[src/rtl/riscv_pkg.sv]
// Shared RISC-V load/store definitions: func3 encodings, LSU state type and
// the func3 legality helper used by the alignment logic.
`timescale 1ns/1ps
package riscv_pkg;

  localparam logic [2:0] F3_B  = 3'b000;
  localparam logic [2:0] F3_H  = 3'b001;
  localparam logic [2:0] F3_W  = 3'b010;
  localparam logic [2:0] F3_BU = 3'b100;
  localparam logic [2:0] F3_HU = 3'b101;

  typedef enum logic {
    LSU_IDLE = 1'b0,
    LSU_BUSY = 1'b1
  } lsu_state_t;

  // Legal size/sign encodings; unsigned variants only make sense for loads.
  function automatic logic f3_legal(input logic [2:0] f3, input logic is_store);
    logic ok;
    case (f3)
      F3_B, F3_H, F3_W: ok = 1'b1;
      F3_BU, F3_HU:     ok = ~is_store;
      default:          ok = 1'b0;
    endcase
    return ok;
  endfunction

endpackage

[src/rtl/mem_stage_lsu_align.sv]
// Combinational lane logic: store data replication and byte enables,
// load byte/halfword extraction with extension, and access fault detection.
`timescale 1ns/1ps
module lsu_align
  import riscv_pkg::*;
(
  input  logic        is_read,
  input  logic        is_write,
  input  logic [2:0]  func3,
  input  logic [1:0]  addr_lo,
  input  logic [31:0] store_data,
  input  logic [2:0]  ld_func3,
  input  logic [1:0]  ld_addr_lo,
  input  logic [31:0] rdata,
  output logic        fault,
  output logic [31:0] st_wdata,
  output logic [3:0]  st_be,
  output logic [31:0] ld_data
);

  logic        misalign_s;
  logic [7:0]  ld_byte_s;
  logic [15:0] ld_half_s;

  // Store lane replication and byte-enable generation.
  always_comb begin
    st_wdata = store_data;
    st_be    = 4'b0000;
    case (func3)
      F3_B: begin
        st_wdata = {4{store_data[7:0]}};
        st_be    = 4'b0001 << addr_lo;
      end
      F3_H: begin
        st_wdata = {2{store_data[15:0]}};
        st_be    = 4'b0011 << {addr_lo[1], 1'b0};
      end
      F3_W: begin
        st_wdata = store_data;
        st_be    = 4'b1111;
      end
      default: begin
        st_wdata = store_data;
        st_be    = 4'b0000;
      end
    endcase
  end

  // Fault: conflicting access type, illegal size, or unaligned address.
  always_comb begin
    misalign_s = 1'b0;
    case (func3)
      F3_H, F3_HU: misalign_s = addr_lo[0];
      F3_W:        misalign_s = (addr_lo != 2'b00);
      default:     misalign_s = 1'b0;
    endcase
    fault = (is_read & is_write) | ~f3_legal(func3, is_write) | misalign_s;
  end

  // Load lane select from the captured low address bits.
  always_comb begin
    ld_byte_s = 8'h00;
    case (ld_addr_lo)
      2'd0:    ld_byte_s = rdata[7:0];
      2'd1:    ld_byte_s = rdata[15:8];
      2'd2:    ld_byte_s = rdata[23:16];
      2'd3:    ld_byte_s = rdata[31:24];
      default: ld_byte_s = 8'h00;
    endcase
    if (ld_addr_lo[1]) begin
      ld_half_s = rdata[31:16];
    end else begin
      ld_half_s = rdata[15:0];
    end
  end

  // Sign or zero extension according to the captured func3.
  always_comb begin
    ld_data = 32'h0000_0000;
    case (ld_func3)
      F3_B:    ld_data = {{24{ld_byte_s[7]}}, ld_byte_s};
      F3_BU:   ld_data = {24'h00_0000, ld_byte_s};
      F3_H:    ld_data = {{16{ld_half_s[15]}}, ld_half_s};
      F3_HU:   ld_data = {16'h0000, ld_half_s};
      F3_W:    ld_data = rdata;
      default: ld_data = 32'h0000_0000;
    endcase
  end

endmodule

[src/rtl/mem_stage_lsu.sv]
// Memory-stage LSU: IDLE/BUSY req/ack sequencer for the data port, ack
// timeout, fault pulses and the registered MEM/WB fields.
`timescale 1ns/1ps
module mem_stage_lsu
  import riscv_pkg::*;
#(
  parameter int unsigned ACK_TIMEOUT = 255
) (
  input  logic        clk,
  input  logic        rst,
  input  logic        memWrite_MEM_IN,
  input  logic        memRead_MEM_IN,
  input  logic        regWrite_MEM_IN,
  input  logic        memToRegWrite_MEM_IN,
  input  logic [2:0]  func3_MEM_IN,
  input  logic [31:0] aluOut_MEM_IN,
  input  logic [31:0] aluSrc2_MEM_IN,
  input  logic [4:0]  rd_MEM_IN,
  output logic        dmem_req,
  output logic        dmem_we,
  output logic [31:0] dmem_addr,
  output logic [31:0] dmem_wdata,
  output logic [3:0]  dmem_be,
  input  logic [31:0] dmem_rdata,
  input  logic        dmem_ack,
  output logic        stall_MEM_OUT,
  output logic        misaligned_MEM_OUT,
  output logic        busError_MEM_OUT,
  output logic        regWrite_WB_OUT,
  output logic        memToRegWrite_WB_OUT,
  output logic [31:0] readData_WB_OUT,
  output logic [31:0] aluOut_WB_OUT,
  output logic [4:0]  rd_WB_OUT
);

  // Last BUSY count value before the bus is declared dead (0 = never).
  localparam logic        TO_EN_C  = (ACK_TIMEOUT != 0);
  localparam logic [15:0] TO_LIM_C = 16'((ACK_TIMEOUT == 0) ? 0 : (ACK_TIMEOUT - 1));

  lsu_state_t  state_r;
  logic [15:0] cnt_r;

  logic        req_r, we_r;
  logic [31:0] addr_r, wdata_r, alu_r;
  logic [3:0]  be_r;
  logic [2:0]  f3_r;
  logic [4:0]  rd_r;
  logic        rw_r, m2r_r;

  logic        wb_rw_r, wb_m2r_r, mis_r, buserr_r;
  logic [31:0] wb_rdata_r, wb_alu_r;
  logic [4:0]  wb_rd_r;

  logic        access_s, fault_s, timeout_s, stall_s;
  logic [31:0] st_wdata_s, ld_data_s;
  logic [3:0]  st_be_s;

  assign access_s = memRead_MEM_IN | memWrite_MEM_IN;

  lsu_align u_align (
    .is_read    (memRead_MEM_IN),
    .is_write   (memWrite_MEM_IN),
    .func3      (func3_MEM_IN),
    .addr_lo    (aluOut_MEM_IN[1:0]),
    .store_data (aluSrc2_MEM_IN),
    .ld_func3   (f3_r),
    .ld_addr_lo (alu_r[1:0]),
    .rdata      (dmem_rdata),
    .fault      (fault_s),
    .st_wdata   (st_wdata_s),
    .st_be      (st_be_s),
    .ld_data    (ld_data_s)
  );

  // Timeout fires on the last permitted BUSY cycle; a same-cycle ack wins.
  always_comb begin
    if ((state_r == LSU_BUSY) && TO_EN_C && (cnt_r == TO_LIM_C) && !dmem_ack) begin
      timeout_s = 1'b1;
    end else begin
      timeout_s = 1'b0;
    end
  end

  // Stall while a valid access is being issued or is still outstanding.
  always_comb begin
    stall_s = 1'b0;
    case (state_r)
      LSU_IDLE: begin
        if (access_s && !fault_s) stall_s = 1'b1;
        else                      stall_s = 1'b0;
      end
      LSU_BUSY: begin
        if (dmem_ack || timeout_s) stall_s = 1'b0;
        else                       stall_s = 1'b1;
      end
      default: stall_s = 1'b0;
    endcase
  end

  // Sequencer, transaction capture, timeout counter and MEM/WB registers.
  always_ff @(posedge clk or posedge rst) begin
    if (rst) begin
      state_r    <= LSU_IDLE;
      cnt_r      <= 16'd0;
      req_r      <= 1'b0;
      we_r       <= 1'b0;
      addr_r     <= 32'h0;
      wdata_r    <= 32'h0;
      alu_r      <= 32'h0;
      be_r       <= 4'b0000;
      f3_r       <= 3'b000;
      rd_r       <= 5'd0;
      rw_r       <= 1'b0;
      m2r_r      <= 1'b0;
      wb_rw_r    <= 1'b0;
      wb_m2r_r   <= 1'b0;
      wb_rdata_r <= 32'h0;
      wb_alu_r   <= 32'h0;
      wb_rd_r    <= 5'd0;
      mis_r      <= 1'b0;
      buserr_r   <= 1'b0;
    end else begin
      mis_r    <= 1'b0;
      buserr_r <= 1'b0;
      case (state_r)
        LSU_IDLE: begin
          if (!access_s) begin
            wb_rw_r    <= regWrite_MEM_IN;
            wb_m2r_r   <= memToRegWrite_MEM_IN;
            wb_rdata_r <= 32'h0;
            wb_alu_r   <= aluOut_MEM_IN;
            wb_rd_r    <= rd_MEM_IN;
          end else if (fault_s) begin
            wb_rw_r    <= 1'b0;
            wb_m2r_r   <= 1'b0;
            wb_rdata_r <= 32'h0;
            wb_alu_r   <= 32'h0;
            wb_rd_r    <= 5'd0;
            mis_r      <= 1'b1;
          end else begin
            state_r    <= LSU_BUSY;
            cnt_r      <= 16'd0;
            req_r      <= 1'b1;
            we_r       <= memWrite_MEM_IN;
            addr_r     <= {aluOut_MEM_IN[31:2], 2'b00};
            wdata_r    <= st_wdata_s;
            be_r       <= memWrite_MEM_IN ? st_be_s : 4'b0000;
            alu_r      <= aluOut_MEM_IN;
            f3_r       <= func3_MEM_IN;
            rd_r       <= rd_MEM_IN;
            rw_r       <= regWrite_MEM_IN;
            m2r_r      <= memToRegWrite_MEM_IN;
            wb_rw_r    <= 1'b0;
            wb_m2r_r   <= 1'b0;
            wb_rdata_r <= 32'h0;
            wb_alu_r   <= 32'h0;
            wb_rd_r    <= 5'd0;
          end
        end
        LSU_BUSY: begin
          if (dmem_ack) begin
            state_r    <= LSU_IDLE;
            req_r      <= 1'b0;
            wb_rw_r    <= rw_r;
            wb_m2r_r   <= m2r_r;
            wb_rdata_r <= we_r ? 32'h0 : ld_data_s;
            wb_alu_r   <= alu_r;
            wb_rd_r    <= rd_r;
          end else if (timeout_s) begin
            state_r    <= LSU_IDLE;
            req_r      <= 1'b0;
            wb_rw_r    <= 1'b0;
            wb_m2r_r   <= 1'b0;
            wb_rdata_r <= 32'h0;
            wb_alu_r   <= 32'h0;
            wb_rd_r    <= 5'd0;
            buserr_r   <= 1'b1;
          end else begin
            cnt_r <= cnt_r + 16'd1;
          end
        end
        default: begin
          state_r <= LSU_IDLE;
          req_r   <= 1'b0;
        end
      endcase
    end
  end

  assign dmem_req             = req_r;
  assign dmem_we              = we_r;
  assign dmem_addr            = addr_r;
  assign dmem_wdata           = wdata_r;
  assign dmem_be              = be_r;
  assign stall_MEM_OUT        = stall_s;
  assign misaligned_MEM_OUT   = mis_r;
  assign busError_MEM_OUT     = buserr_r;
  assign regWrite_WB_OUT      = wb_rw_r;
  assign memToRegWrite_WB_OUT = wb_m2r_r;
  assign readData_WB_OUT      = wb_rdata_r;
  assign aluOut_WB_OUT        = wb_alu_r;
  assign rd_WB_OUT            = wb_rd_r;

endmodule

[config.mk]
export PLATFORM = sky130hd
export DESIGN_NAME = mem_stage_lsu
export DESIGN_NICKNAME = d
export VERILOG_FILES = /design/src/rtl/riscv_pkg.sv /design/src/rtl/mem_stage_lsu_align.sv /design/src/rtl/mem_stage_lsu.sv
export SDC_FILE = /design/constraint.sdc
export NUM_CORES = 1
export LEC_CHECK = 0
export CAP_MARGIN = 20
export CORE_ASPECT_RATIO = 1.1
export CORE_MARGIN = 5
export CORE_UTILIZATION = 44
export CTS_BUF_LIST = sky130_fd_sc_hd__clkbuf_4 sky130_fd_sc_hd__clkbuf_8
export DETAILED_ROUTE_END_ITERATION = 8
export GPL_TIMING_DRIVEN = 0
export HOLD_SLACK_MARGIN = 0.05
export PLACE_DENSITY = 0.79
export RECOVER_POWER = 50
export SYNTH_ARGS = -nofsm -noshare
export SYNTH_HDL_FRONTEND = slang
export SYNTH_SLANG_ARGS = --single-unit
[constraint.sdc]
create_clock -name clk -period 5.4 [get_ports clk]
set_input_delay 1.08 -clock clk [delete_from_list [all_inputs] [get_ports clk]]
set_output_delay 1.08 -clock clk [all_outputs]
set_load 0.02 [all_outputs]
=== Word level (Yosys, flattened, before mapping) ===
Cells that the tools add are included.

* Register bits after elaboration: 200
* Memories: 0
* Bits in latches: 0
* Input port bits: 111
* RAM bits: 0
* Bits in read-only memories: 0
* Output and inout bits: 144

* Shift-type cells: 2
* Mux-type cells: 50
* Order comparisons: 0
* Multiply operators: 0
* Divide/modulo/power cells: 0
* Bitwise logic cells: 8
* Equal/unequal tests: 17
* Add/sub/neg operators: 1
* Reduce and logical (&&, ||, !) cells: 16

{| class="wikitable"
|+ Operators with widths
! cell !! number
|-
| $pmux W32 S2 || 3
|-
| $mux W32 || 5
|-
| $pmux W32 S5 || 1
|-
| $mux W16 || 5
|-
| $pmux W16 S2 || 1
|-
| $pmux W8 S4 || 1
|-
| $mux W1 || 21
|-
| $add A16 B1 Y16 const B || 1
|-
| $eq A16 B8 Y1 const B || 1
|-
| $mux W5 || 3
|-
| $pmux W1 S2 || 7
|-
| $eq A3 B3 Y1 const B || 4
|-
| $pmux W4 S3 || 1
|-
| $pmux W5 S2 || 1
|-
| $ne A2 B2 Y1 const B || 4
|-
| $eq A3 B1 Y1 const B || 2
|-
| $eq A3 B2 Y1 const B || 2
|-
| $logic_not A3 Y1 || 2
|-
| $reduce_and A3 Y1 || 2
|-
| $eq A2 B2 Y1 const B || 2
|-
| $mux W4 || 1
|-
| $not A1 Y1 || 4
|-
| $reduce_and A4 Y1 || 1
|-
| $reduce_or A2 Y1 || 2
|-
| other kinds (12) || 17
|}

=== Depth between registers and ports, before layout ===
* Word-level depth: 10
* Mapped depth: 9
* Depth with buffers taken out: 7

=== Hierarchy ===
Synthesis repeated with hierarchy kept, for this count alone.

* Cell total of the unflattened synthesis: 929
* Area, all modules: 8538.2 um^2

{| class="wikitable"
|+ By module, submodules not included
! module !! instances !! cells an instance !! area each (um^2)
|-
| mem_stage_lsu || 1 || 733 || 7161.9
|-
| lsu_align || 1 || 196 || 1376.3
|}

=== Worst setup path after synthesis ===
No wires, ideal clock.

* Path type: input to output
* Start point: input func3_MEM_IN[0]
* End point: output stall_MEM_OUT
* Path buffers: 2
* Arrival time: 2.234 ns
* Slack: 2.086 ns
* Cell stages on the path: 6
* Data required time: 4.320 ns
* Cells stage by stage: clkbuf_1 -> nor2_1 -> a21o_1 -> nand3b_1 -> buf_2 -> a21oi_1

* Longest elaborated chain between the ends: 10
* Elaborated cells on any way between the ends: 17
* Classes of those cells: eq/ne (4); mux (4); bitwise (3); reduce/logical (6)

{| class="wikitable"
|+ Ends and longest elaborated chain
! element !! RTL line !! text
|-
| from (decl) || mem_stage_lsu.sv:15 || <nowiki>input logic [2:0] func3_MEM_IN,</nowiki>
|-
| $eq A3 B1 Y1, or another cell as far along || riscv_pkg.sv:20, mem_stage_lsu_align.sv:52 ||
|-
| $reduce_or A3 Y1 / $reduce_or A2 Y1 (equally long branches) || riscv_pkg.sv:20 || <nowiki>case (f3)</nowiki>
|-
| $pmux W1 S2 || riscv_pkg.sv:20 ||
|-
| $not A1 Y1 || mem_stage_lsu_align.sv:57 || <nowiki>fault = (is_read & is_write) | ~f3_legal(func3, is_write) | misalign_s;</nowiki>
|-
| $or A1 B1 Y1 || mem_stage_lsu_align.sv:57 ||
|-
| $or A1 B1 Y1 * || mem_stage_lsu_align.sv:57 ||
|-
| $logic_not A1 Y1 * || mem_stage_lsu.sv:89 || <nowiki>if (access_s && !fault_s) stall_s = 1'b1;</nowiki>
|-
| $logic_and A1 B1 Y1 * || mem_stage_lsu.sv:89 ||
|-
| $mux W1 * || mem_stage_lsu.sv:89 ||
|-
| $pmux W1 S2 * || mem_stage_lsu.sv:87 || <nowiki>case (state_r)</nowiki>
|-
| to (decl) || mem_stage_lsu.sv:26 || <nowiki>output logic stall_MEM_OUT,</nowiki>
|}

Mark *: on every way between the ends. The rest lies on a longest branch, timed or not.

=== Final worst setup path ===
* Start point: input aluOut_MEM_IN[0]
* End point: output stall_MEM_OUT

* Longest elaborated chain between the ends: 7

{| class="wikitable"
|+ Ends and longest elaborated chain
! element !! RTL line !! text
|-
| from (decl) || mem_stage_lsu.sv:16 || <nowiki>input logic [31:0] aluOut_MEM_IN,</nowiki>
|-
| $reduce_bool A2 Y1 || mem_stage_lsu_align.sv:54 || <nowiki>F3_W: misalign_s = (addr_lo != 2'b00);</nowiki>
|-
| $pmux W1 S2 * || mem_stage_lsu_align.sv:52 || <nowiki>case (func3)</nowiki>
|-
| $or A1 B1 Y1 * || mem_stage_lsu_align.sv:57 ||
|-
| $logic_not A1 Y1 * || mem_stage_lsu.sv:89 ||
|-
| $logic_and A1 B1 Y1 * || mem_stage_lsu.sv:89 ||
|-
| $mux W1 * || mem_stage_lsu.sv:89 ||
|-
| $pmux W1 S2 * || mem_stage_lsu.sv:87 ||
|}

Marked as above.

==> flow_metrics.py <==
metrics = {
    "finish": {
        "n_fill_cell": 1554,
        "final_net_count": 1251,
        "design_area_sq_mm": 0.0113,
        "syn_to_final_growth_pct": 39.3,
        "layout.cells.non_filler": 1394,
        "diodes": 0,
        "fin_util": 0.619,
        "layout-drive-gt1-share": 0.0869,
    },
    "cts": {
        "post_cts_buffers": 0,
        "cts_root_buf": "clkbuf_8",
        "htreeDepth": 4,
        "cts.sinks": 170,
        "cts.hold.buffers_added": 0,
        "clk_latency_ps": 460,
        "path_clk_slew_ps": 90,
        "clockBufferDepth": 2,
        "cts_tree": "done",
        "cts_buffers": 17,
        "cts_resized": 0,
    },
    "synth": {
        "synth_top_family_by_area": "simple AND/OR/NAND/NOR gates",
        "synthTopCellsByCount": "nand2_1 (294), dfrtp_1 (170), o21ai_0 (52), mux2i_1 (43), a32oi_1 (37)",
        "synthXorXnorAreaFrac": 0.00755,
        "yosys.area.top_type": "dfrtp_1",
        "postSynthCellCount": 864,
        "synthMostInstantiatedCell": "nand2_1",
        "async_reset_ff_frac": 1.00,
        "synth-seq-cells": 170,
        "synthFlopType": "dfrtp_1",
        "postSynthAreaPerCell_sq_um": 9.40,
        "syn-cell-area_sq_mm": 0.00812,
        "synthAdderAreaFrac": 0.00308,
        "muxShareOfSynthArea": 0.0561,
        "synth_edf_count": 0,
        "yosysSeqAreaShare": 0.524,
        "synth_compound_area_frac": 0.158,
        "yosysWarningCount": 0,
        "synth_top_area_frac": 0.524,
        "ys_types": 49,
        "synth_area_leaders": "dfrtp_1 (52%), nand2_1 (14%), mux2i_1 (5.3%)",
        "yosys.area_share.simple": 0.179,
    },
    "sta": {
        "setup_ws_ps": 819,
        "fin_crit_sh": 0.848,
        "fin_crit_ps": 4580,
        "skew_ps": 20.5,
        "max_slew_margin": -0.502,
        "worst_pin_slew_ps": 2250,
        "setup_tns_ps": 0,
        "fmax_ghz": 0.218,
        "rsz0062_at_grt": "false",
        "whs_ps": 470,
        "hold_violations": 0,
        "setup_violations": 0,
        "drv_slew": 121,
    },
    "run_status": {
        "status": "finished with violations",
        "violations": "max-capacitance violations, max-slew violations",
    },
    "drt": {
        "detailedRoute.firstPassIterationCount": 5,
        "drc": 0,
        "antenna_left": 0,
        "via_per_inst": 5.30,
        "drt_wl_total_microns": 25600,
        "vias": 7384,
        "wl_per_cell_microns": 18.4,
        "drtIter0Drc": 321,
    },
    "place": {
        "pre_cts_ws_ps": 837,
        "place_area_sq_mm": 0.0110,
        "place.gp.congestion": 0.921,
        "placed_cells": 1362,
        "detailed_place_hpwl_microns": 19500,
        "portBuffers": 250,
    },
    "floorplanning": {
        "num_io_pins": 255,
        "dieArea_sq_mm": 0.0213,
        "dieHeight_microns": 152,
        "rows": 52,
        "start_util": 0.444,
        "fp.dieW_microns": 140,
        "core_sq_mm": 0.0183,
    },
    "setup_path": {
        "worstPathRequired_ps": 4320,
        "path_class": "primary input to output port",
        "cp.arrival_ps": 3500,
        "startpoint": "aluOut_MEM_IN[0]",
        "start_kind": "primary input",
        "end_kind": "output port",
        "critPathMaxStageDelay_ps": 680,
        "cp_cell_sequence": "dlygate4sd3_1 > nor2_1 > a21o_1 > nand3b_1 > buf_2 > a21oi_1 > clkdlybuf4s50_1",
        "timing.rr.start": "cnt_r[0]",
        "critPathSlowestCell": "clkdlybuf4s50_1",
        "cp_max_fo": 10,
    },
    "power_and_ir_drop": {
        "ir_drop_uv": 191,
        "p_per_area_mw_per_mm2": 353,
        "power_leakage_nw": 5.34,
        "finalPower_mw": 4.00,
    },
    "grt": {
        "grt_pass1_vias": 7500,
        "grt-ovfl-total": 0,
        "grt_pass1_wl_microns": 40300,
        "grt_max_degree": 43,
        "grt_antenna_before_repair": 1,
        "track_usage": 0.236,
    },
    "hold_path": {
        "holdCritStartpoint": "regWrite_WB_OUT",
        "hold_class": "flip-flop to flip-flop",
    },
    "run": {
        "maxCapViolations": 3,
    },
}
==> layout by cell type, fill, tap and decap left out, types with 7 or more instances in the layout <==
cell,netlist,layout
a21o_1,18,18
a21oi_1,14,14
a221oi_1,13,13
a22o_1,17,17
a32oi_1,37,37
buf_2,31,21
buf_4,35,34
clkbuf_1,18,34
clkbuf_8,0,17
clkdlybuf4s50_1,0,246
dfrtp_1,170,170
inv_1,16,15
mux2i_1,43,43
nand2_1,294,294
nor2_1,29,30
o21ai_0,52,57
xor2_1,7,7
==> sequential cells by signal (all words and copies together) (netlist names) <==
name                  flops
rd_r                      5
readData_WB_OUT          32
rw_r                      1
memToRegWrite_WB_OUT      1
m2r_r                     1
state_r                   1
alu_r                    31
busError_MEM_OUT          1
cnt_r                    16
f3_r                      3
misaligned_MEM_OUT        1
dmem_we                   1
regWrite_WB_OUT           1
rd_WB_OUT                 5
dmem_addr                 1
dmem_wdata               32
aluOut_WB_OUT            32
dmem_be                   4
dmem_req                  1
==> cell families after synthesis <==
logic type                 count (synthesis)
other                                      1
AOI/OAI and AO/OA                        176
muxes                                     45
DFF                                      170
xor gates and xnor gates                   7
adders and majority gates                  2
and+or+nand+nor                          360
buffers and inverters                    103
==> layout make-up <==
class,instances,area [sq um],area share
plain buffers,87,495,0.0438
clock buffers,19,249,0.0220
clock inverters,13,160,0.0142
inverters,16,61.3,0.00542
multi-input cells,592,3280,0.289
flip-flops and latches,170,4250,0.376
well taps,243,304,0.0269
repair buffers,254,2520,0.222
==> worst max-delay path: cells and delay by family <==
| kind | cells | cell delay [ps] |
|---|---|---|
| compound gates | 2 | 470 |
| buf+inv | 3 | 1570 |
| simple gates | 2 | 370 |
==> per-layer routing <==
layer / part of all wire / global-route usage / wire [microns] / vias to the layer above
met5: 0.00043 / 0 / 11 / -
met4: 0.034 / 0.0877 / 864 / 2
met3: 0.082 / 0.0772 / 2110 / 63
met2: 0.48 / 0.389 / 12300 / 303
met1: 0.40 / 0.291 / 10300 / 3547
li1: - / - / - / 3469
==> worst paths after layout <==
kind / slack (ps) / cells after the start / to
min: 470 / 2 / regWrite_WB_OUT
min reg2reg: 470 / 2 / regWrite_WB_OUT
max in group asynchronous: 1400 / 3 / aluOut_WB_OUT[25]
max: 820 / 7 / stall_MEM_OUT
min in group asynchronous: 1350 / 2 / cnt_r[2]
max reg2reg: 2910 / 9 / aluOut_WB_OUT[5]
==> where the power goes <==
group	switching (mW)	internal, mW	total, mW
Sequential	0.153	1.48	1.64
Combinational	0.755	0.667	1.42
Clock	0.508	0.435	0.943
Total	1.42	2.58	4.00
No activity file was read; power rests on OpenSTA's default activity.
